==> src/rtl/pulse_stretcher.sv <==
// ============================================================================
//  Module   : pulse_stretcher
//  Brief    : Stretches single-cycle event strobes into programmable-length
//             pulses with an enforced low gap; queue or retrigger handling.
//  Revision : 1.0  initial release
// ============================================================================
`default_nettype none

module pulse_stretcher #(
   parameter int CNT_W  = 16,
   parameter int PEND_W = 4
) (
   input  logic              i_clk,
   input  logic              i_rst_n,
   input  logic              i_pulse,
   input  logic [CNT_W-1:0]  i_high_len,
   input  logic [CNT_W-1:0]  i_low_len,
   input  logic              i_mode,
   input  logic              i_abort,
   output logic              o_sig,
   output logic              o_busy,
   output logic              o_done,
   output logic [PEND_W-1:0] o_pend_cnt,
   output logic              o_overflow
);

   typedef enum logic [1:0] {
      ST_IDLE = 2'd0,
      ST_HIGH = 2'd1,
      ST_GAP  = 2'd2
   } state_t;

   localparam logic [CNT_W-1:0]  c_cnt_one  = 1;
   localparam logic [PEND_W-1:0] c_pend_one = 1;

   state_t              r_state;
   logic [CNT_W-1:0]    r_cnt;
   logic [PEND_W-1:0]   r_pend;
   logic                r_sig;
   logic                r_busy;
   logic                r_done;
   logic                r_overflow;

   state_t              w_state_nxt;
   logic [CNT_W-1:0]    w_cnt_nxt;
   logic [PEND_W-1:0]   w_pend_nxt;
   logic                w_done_nxt;
   logic                w_ovf_nxt;
   logic                w_pend_inc;
   logic                w_pend_dec;
   logic [CNT_W-1:0]    w_high_load;
   logic [CNT_W-1:0]    w_low_load;

   // A zero length behaves as one cycle, so the counter load saturates at 0.
   assign w_high_load = (i_high_len == '0) ? '0 : i_high_len - c_cnt_one;
   assign w_low_load  = (i_low_len  == '0) ? '0 : i_low_len  - c_cnt_one;

   always_comb begin
      w_state_nxt = r_state;
      w_cnt_nxt   = r_cnt;
      w_pend_nxt  = r_pend;
      w_done_nxt  = 1'b0;
      w_ovf_nxt   = 1'b0;
      w_pend_inc  = 1'b0;
      w_pend_dec  = 1'b0;

      case (r_state)
         ST_IDLE: begin
            if (i_pulse) begin
               w_state_nxt = ST_HIGH;
               w_cnt_nxt   = w_high_load;
            end
         end
         ST_HIGH: begin
            // A retrigger is treated as a fresh HIGH entry and reloads the length.
            if (i_pulse && i_mode) begin
               w_cnt_nxt = w_high_load;
            end else if (r_cnt == '0) begin
               w_state_nxt = ST_GAP;
               w_cnt_nxt   = w_low_load;
               w_done_nxt  = 1'b1;
            end else begin
               w_cnt_nxt = r_cnt - c_cnt_one;
            end
            w_pend_inc = i_pulse && !i_mode;
         end
         ST_GAP: begin
            if (i_pulse && i_mode) begin
               w_state_nxt = ST_HIGH;
               w_cnt_nxt   = w_high_load;
            end else if (r_cnt == '0) begin
               // A strobe in the final gap cycle queues behind existing entries.
               if (r_pend != '0) begin
                  w_state_nxt = ST_HIGH;
                  w_cnt_nxt   = w_high_load;
                  w_pend_dec  = 1'b1;
                  w_pend_inc  = i_pulse;
               end else if (i_pulse) begin
                  w_state_nxt = ST_HIGH;
                  w_cnt_nxt   = w_high_load;
               end else begin
                  w_state_nxt = ST_IDLE;
               end
            end else begin
               w_cnt_nxt  = r_cnt - c_cnt_one;
               w_pend_inc = i_pulse;
            end
         end
         default: begin
            w_state_nxt = ST_IDLE;
            w_cnt_nxt   = '0;
         end
      endcase

      if (w_pend_inc && !w_pend_dec) begin
         if (&r_pend) begin
            w_ovf_nxt = 1'b1;
         end else begin
            w_pend_nxt = r_pend + c_pend_one;
         end
      end else if (w_pend_dec && !w_pend_inc) begin
         w_pend_nxt = r_pend - c_pend_one;
      end

      if (i_abort) begin
         w_state_nxt = ST_IDLE;
         w_cnt_nxt   = '0;
         w_pend_nxt  = '0;
         w_done_nxt  = 1'b0;
         w_ovf_nxt   = 1'b0;
      end
   end

   always_ff @(posedge i_clk or negedge i_rst_n) begin
      if (!i_rst_n) begin
         r_state    <= ST_IDLE;
         r_cnt      <= '0;
         r_pend     <= '0;
         r_sig      <= 1'b0;
         r_busy     <= 1'b0;
         r_done     <= 1'b0;
         r_overflow <= 1'b0;
      end else begin
         r_state    <= w_state_nxt;
         r_cnt      <= w_cnt_nxt;
         r_pend     <= w_pend_nxt;
         r_sig      <= (w_state_nxt == ST_HIGH);
         r_busy     <= (w_state_nxt != ST_IDLE);
         r_done     <= w_done_nxt;
         r_overflow <= w_ovf_nxt;
      end
   end

   assign o_sig      = r_sig;
   assign o_busy     = r_busy;
   assign o_done     = r_done;
   assign o_pend_cnt = r_pend;
   assign o_overflow = r_overflow;

endmodule

`default_nettype wire

==> config.mk <==
export PLATFORM = sky130hd
export DESIGN_NAME = pulse_stretcher
export DESIGN_NICKNAME = d
export VERILOG_FILES = /design/src/rtl/pulse_stretcher.sv
export SDC_FILE = /design/constraint.sdc
export NUM_CORES = 1
export LEC_CHECK = 0
export ABC_CLOCK_PERIOD_IN_PS = 3600
export BUFFER_PORTS_ARGS = -buffer_cell sky130_fd_sc_hd__buf_4
export CELL_PAD_IN_SITES_DETAIL_PLACEMENT = 2
export CELL_PAD_IN_SITES_GLOBAL_PLACEMENT = 2
export CORE_MARGIN = 5
export CORE_UTILIZATION = 34
export DETAILED_ROUTE_END_ITERATION = 8
export GPL_ROUTABILITY_DRIVEN = 0
export GPL_TIMING_DRIVEN = 0
export PLACE_DENSITY = 0.82
export SLEW_MARGIN = 20
export SYNTH_ARGS = -nofsm -noshare
export SYNTH_HDL_FRONTEND = slang
export SYNTH_SLANG_ARGS = --single-unit
==> constraint.sdc <==
create_clock -name i_clk -period 3.6 [get_ports i_clk]
set_clock_uncertainty 0.05 [all_clocks]
set_input_delay 0.54 -clock i_clk [delete_from_list [all_inputs] [get_ports i_clk]]
set_output_delay 0.54 -clock i_clk [all_outputs]
set_load 0.05 [all_outputs]
# == Word level (Yosys, flattened, before mapping) ==
# Index checks and enable logic that the tools add are counted.
# op_classes
reduce_logical,16
n_addsub,5
muxes,38
n_eq_ne,4
# op_table
op,n
$mux W16,9
$logic_not A16 Y1,3
$pmux W16 S3,1
$sub A16 B1 Y16 const B,3
$mux W1,16
$mux W4,4
$mux W2,6
$pmux W2 S3,1
$add A4 B1 Y4 const B,1
$eq A2 B1 Y1 const B,2
$logic_and A1 B1 Y1,4
$reduce_and A4 Y1,1
$reduce_bool A4 Y1,1
$sub A4 B1 Y4 const B,1
$logic_not A1 Y1,3
$ne A3 B3 Y1 const B,1
$reduce_bool A3 Y1,1
$eq A2 B2 Y1 const B,1
$logic_not A2 Y1,1
$pmux W1 S2,1
$reduce_and A2 Y1,1
$reduce_bool A2 Y1,1
# word_totals
ff_bits,26
elab_cells,70

# == Longest topological paths before layout ==
# depth
word_depth,10
ltp_mapped,12
depth_no_buf,12

# == Worst setup path before layout ==
# No wires, ideal clock.
# synth_timing
path_type,register to register
start,register r_pend[1] (netlist: o_pend_cnt[1])
end,register r_pend[3] (netlist: o_pend_cnt[3])
required_time_ns,3.430
path_stages_with_launch,10
synth_period_minus_slack_ns,2.749
arrival_ns,2.579
path_slack_ns,0.851
cell_sequence,dfrtp_1 -> or4_4 -> nand3_1 -> o21ai_0 -> a21o_1 -> ha_1 -> a21o_1 -> a21oi_1 -> a31oi_1 -> and3_1
# synth_via
elab_chain_cells,9
elab_cells_between_ends,23
cone_classes,2 x add/sub; 1 x eq/ne; 12 x mux; 8 x reduce/logical
# synth_lines
item,line_no,source
start: declaration,38,logic [PEND_W-1:0] r_pend;
start signal: assignment,146,r_pend <= w_pend_nxt;
$reduce_bool A4 Y1,93,if (r_pend != '0) begin
$mux W1,93,
$mux W1,91,end else if (r_cnt == '0) begin
$mux W1,88,if (i_pulse && i_mode) begin
$pmux W1 S2 or $mux W1 (tied branches),67,case (r_state)
"$logic_not A1 Y1, on equally long branches","121, 115",
"$logic_and A1 B1 Y1, on equally long branches","121, 115",
"$reduce_bool A3 Y1 (no line), or another cell as far along",-,
$reduce_and A2 Y1 (no line) or $mux W4 (tied branches),-,
# Several ways; a longest one is shown, not always the timed one. The select of a mux whose other input is x is not followed.
# A chain may end at the register's enable or synchronous reset.

# == Final worst setup path ==
# layout_timing
start,register r_cnt[4]
end,register r_pend[3] (netlist: o_pend_cnt[3])
# layout_via
elab_chain_cells,8
elab_cells_between_ends,16
cone_classes,1 x eq/ne; 8 x mux; 7 x reduce/logical
# layout_lines
item,line_no,source
start: declaration,37,logic [CNT_W-1:0] r_cnt;
start signal: assignment,145,r_cnt <= w_cnt_nxt;
$logic_not A16 Y1 (*),91,
$mux W1,91,
$mux W1,88,
$pmux W1 S2 or $mux W1 (tied branches),67,
"$logic_not A1 Y1, on equally long branches","121, 115",
"$logic_and A1 B1 Y1, on equally long branches","121, 115",
"$reduce_bool A3 Y1 (no line), or another cell as far along",-,
$reduce_and A2 Y1 (no line) or $mux W4 (tied branches),-,
# Every way passes the cells marked *; elsewhere a longest branch is shown, timed or not.

==> results.json <==
{
  "outcome": "complete, no violations",
  "path_class": "reg -> reg",
  "post_cts_buffers": 0,
  "startpoint_type": "flip-flop",
  "ys_seq_area_frac": 0.2056,
  "crit_required_ns": 3.73,
  "initial_core_util": 0.3457,
  "cp_max_fo": 10,
  "total_leakage_power_nw": 1.445,
  "synth_most_common_cell": "o21ai_0",
  "switching_power_uw": 522.8,
  "ys_seq_elements": 26,
  "drv_cap": 0,
  "fillCellCount": 1088,
  "synthDistinctLibCells": 66,
  "grt_pass1_wl_mm": 20.76,
  "clockBufferDepth": 2,
  "wl_per_cell_um": 22.94,
  "cts_made_buffers": 3,
  "final_area_mm2": 0.003675,
  "clock-sinks": 26,
  "fin_tns_setup_ns": 0,
  "drt_wl_total_mm": 13.10,
  "chipHeight_um": 106.5,
  "layout-drive-gt1-share": 0.1674,
  "place_area_mm2": 0.003633,
  "io_buffers": 44,
  "drt-vias-per-instance": 6.448,
  "antenna_found_initial": 0,
  "dieArea_mm2": 0.01134,
  "antenna_cells": 0,
  "synth_ff_type": "dfrtp_1",
  "synth_edf_count": 0,
  "ctsHoldBuffers": 0,
  "syn_avg_cell_area_um2": 7.662,
  "clkTransAtPathRegs_ns": 0.10,
  "synthCells": 413,
  "cts_tree": "done",
  "register_area_um2": 650.6,
  "synth_area_mm2": 0.003164,
  "power_frac_comb": 0.514,
  "endpoint_kind": "flip-flop",
  "synthArstFlopShare": 1.000,
  "drt_pre_antenna_iters": 5,
  "first_iter_violations": 156,
  "post-route-period-util": 0.9159,
  "p_per_area_mw_per_mm2": 312.8,
  "synth_top_area_share": 0.2056,
  "hold_viol_final": 0,
  "synth_top_cell_by_area": "dfrtp_1",
  "seqPwrFrac": 0.327,
  "relSlewSlack": 0.3538,
  "cts_resized": 0,
  "row_count": 35,
  "vias": 3682,
  "design.core.area_mm2": 0.009153,
  "drc": 0,
  "worst_hold_path_type": "in -> async",
  "clock_power_share": 0.158,
  "postRouteAntennaNets": 0,
  "fmax_mhz": 303.3,
  "hpwlAfterDp_mm": 10.15,
  "dieWidth_um": 106.5,
  "nNetsFinal": 511,
  "htree_levels": 1,
  "clk_latency_ns": 0.29,
  "grt_overflow": 0,
  "rsz0062_at_grt": "no",
  "grtUsageTotal": 0.2272,
  "swShare": 0.4548,
  "synth_warnings": 0,
  "multi_input_area_mm2": 0.002340,
  "worst_pin_slew_ns": 0.9558,
  "syn2layout_area_growth_pct": 16.13,
  "cts-root-buf": "clkbuf_8",
  "irDropWorstVdd_mv": 0.1369,
  "grt_pass1_vias": 3905,
  "arrival_ns": 3.43,
  "finalSetupViolCount": 0,
  "num_io_pins": 45,
  "synth_common_cells": "o21ai_0, a21oi_1, nor2_1, dfrtp_1, inv_1",
  "syn_nets": 462,
  "period_minus_slack_ns": 3.297,
  "yosys-top-cells-area": "dfrtp_1, o21ai_0, a21oi_1",
  "grt_max_degree": 27,
  "holdWs_ns": 0.1121,
  "p_int_uw": 626.7,
  "drv_slew": 0
}
-- routing by layer --
metal	up-vias	GRT usage	routed length (um)
met3	28	0.02247	675
met1	1862	0.2884	5553
met5	-	0	0
met2	115	0.4009	6450
li1	1677	-	-
met4	0	0.07763	418
-- cell type report --
| type | count | area share |
|---|---|---|
| multi-input combinational | 345 | 0.6367 |
| sequential | 26 | 0.1771 |
| timing repair buffer | 44 | 0.08989 |
| tap | 111 | 0.03779 |
| buffer | 23 | 0.02792 |
| inverter | 19 | 0.01941 |
| clock buffer | 3 | 0.01124 |
-- registers in the layout (all words and copies together), names as in the netlist --
| signal | cells |
|---|---|
| o_overflow | 1 |
| r_cnt | 16 |
| o_sig | 1 |
| o_busy | 1 |
| o_done | 1 |
| o_pend_cnt | 4 |
| r_state | 2 |
-- layout by cell type (no fill, tap or decap), types with 11 or more instances in the layout --
master	n
buf_4	44
o21ai_0	35
a21oi_1	34
nor2_1	33
dfrtp_1	26
inv_1	19
nand2_1	17
nor3_1	16
clkbuf_1	15
xnor2_1	15
a31oi_1	14
nand4_1	12
nand3_1	12
xor2_1	11
ha_1	11
-- power groups by stage --
| stage | clock, mW | sequential [mW] | combinational [mW] |
|---|---|---|---|
| finish | 0.182 | 0.376 | 0.591 |
| CTS | 0.184 | 0.375 | 0.585 |
| detailed placement | 0 | 0.380 | 0.579 |
| global route | 0.196 | 0.381 | 0.638 |
| global placement | 0 | 0.377 | 0.551 |
| floorplan | 0 | 0.380 | 0.370 |
-- critical path, cell delays in order (launching register included) --
cell and delay, ns:
dfrtp_1 0.46, nor4_1 0.43, buf_2 0.33, nand4_2 0.26
o21ai_0 0.35, a21o_1 0.25, ha_1 0.26, a21o_1 0.18
a21oi_1 0.29, a31oi_1 0.13, and3_1 0.19
-- per-stage QoR --
stage | instances | setup WS [ns] | power (mW) | utilization
finish | 571 | 0.3029 | 1.149 | 0.4015
global route | 571 | 0.07276 | 1.215 | 0.4015
detailed placement | 568 | 0.4064 | 0.9594 | 0.3970
global placement | 568 | 0.5489 | 0.9279 | 0.3970
floorplan | 413 | 0.8513 | 0.7494 | -
CTS | 571 | 0.3467 | 1.143 | 0.4015
-- path summary, 6_finish.rpt --
kind	start	end	slack [ns]	cells after the start
setup reg to reg	r_cnt[4]$_DFF_PN0_	o_pend_cnt[3]$_DFFE_PN0P_	0.30	10
hold reg to reg	o_pend_cnt[2]$_DFFE_PN0P_	o_pend_cnt[2]$_DFFE_PN0P_	0.61	2
hold / removal	i_rst_n	r_cnt[14]$_DFF_PN0_	0.11	1
setup / recovery	r_cnt[4]$_DFF_PN0_	o_pend_cnt[3]$_DFFE_PN0P_	0.30	10
min in group i_clk	i_abort	o_overflow$_DFF_PN0_	0.43	2
max in group asynchronous	i_rst_n	r_cnt[9]$_DFF_PN0_	3.11	1
-- kinds of logic (layout without fill, tap and decap cells) --
logic type                 count (synthesis)  count (layout)  share of synthesized area
xor gates and xnor gates                  26              26                    0.07197
adders and majority gates                 12              12                    0.04982
DFF                                       26              26                     0.2056
and+or+nand+nor                          155             155                     0.2914
muxes                                     13              13                    0.04231
AOI/OAI and AO/OA                        139             139                     0.2839
buffers and inverters                     42              89                    0.05496
No activity file was read; power rests on OpenSTA's default activity.
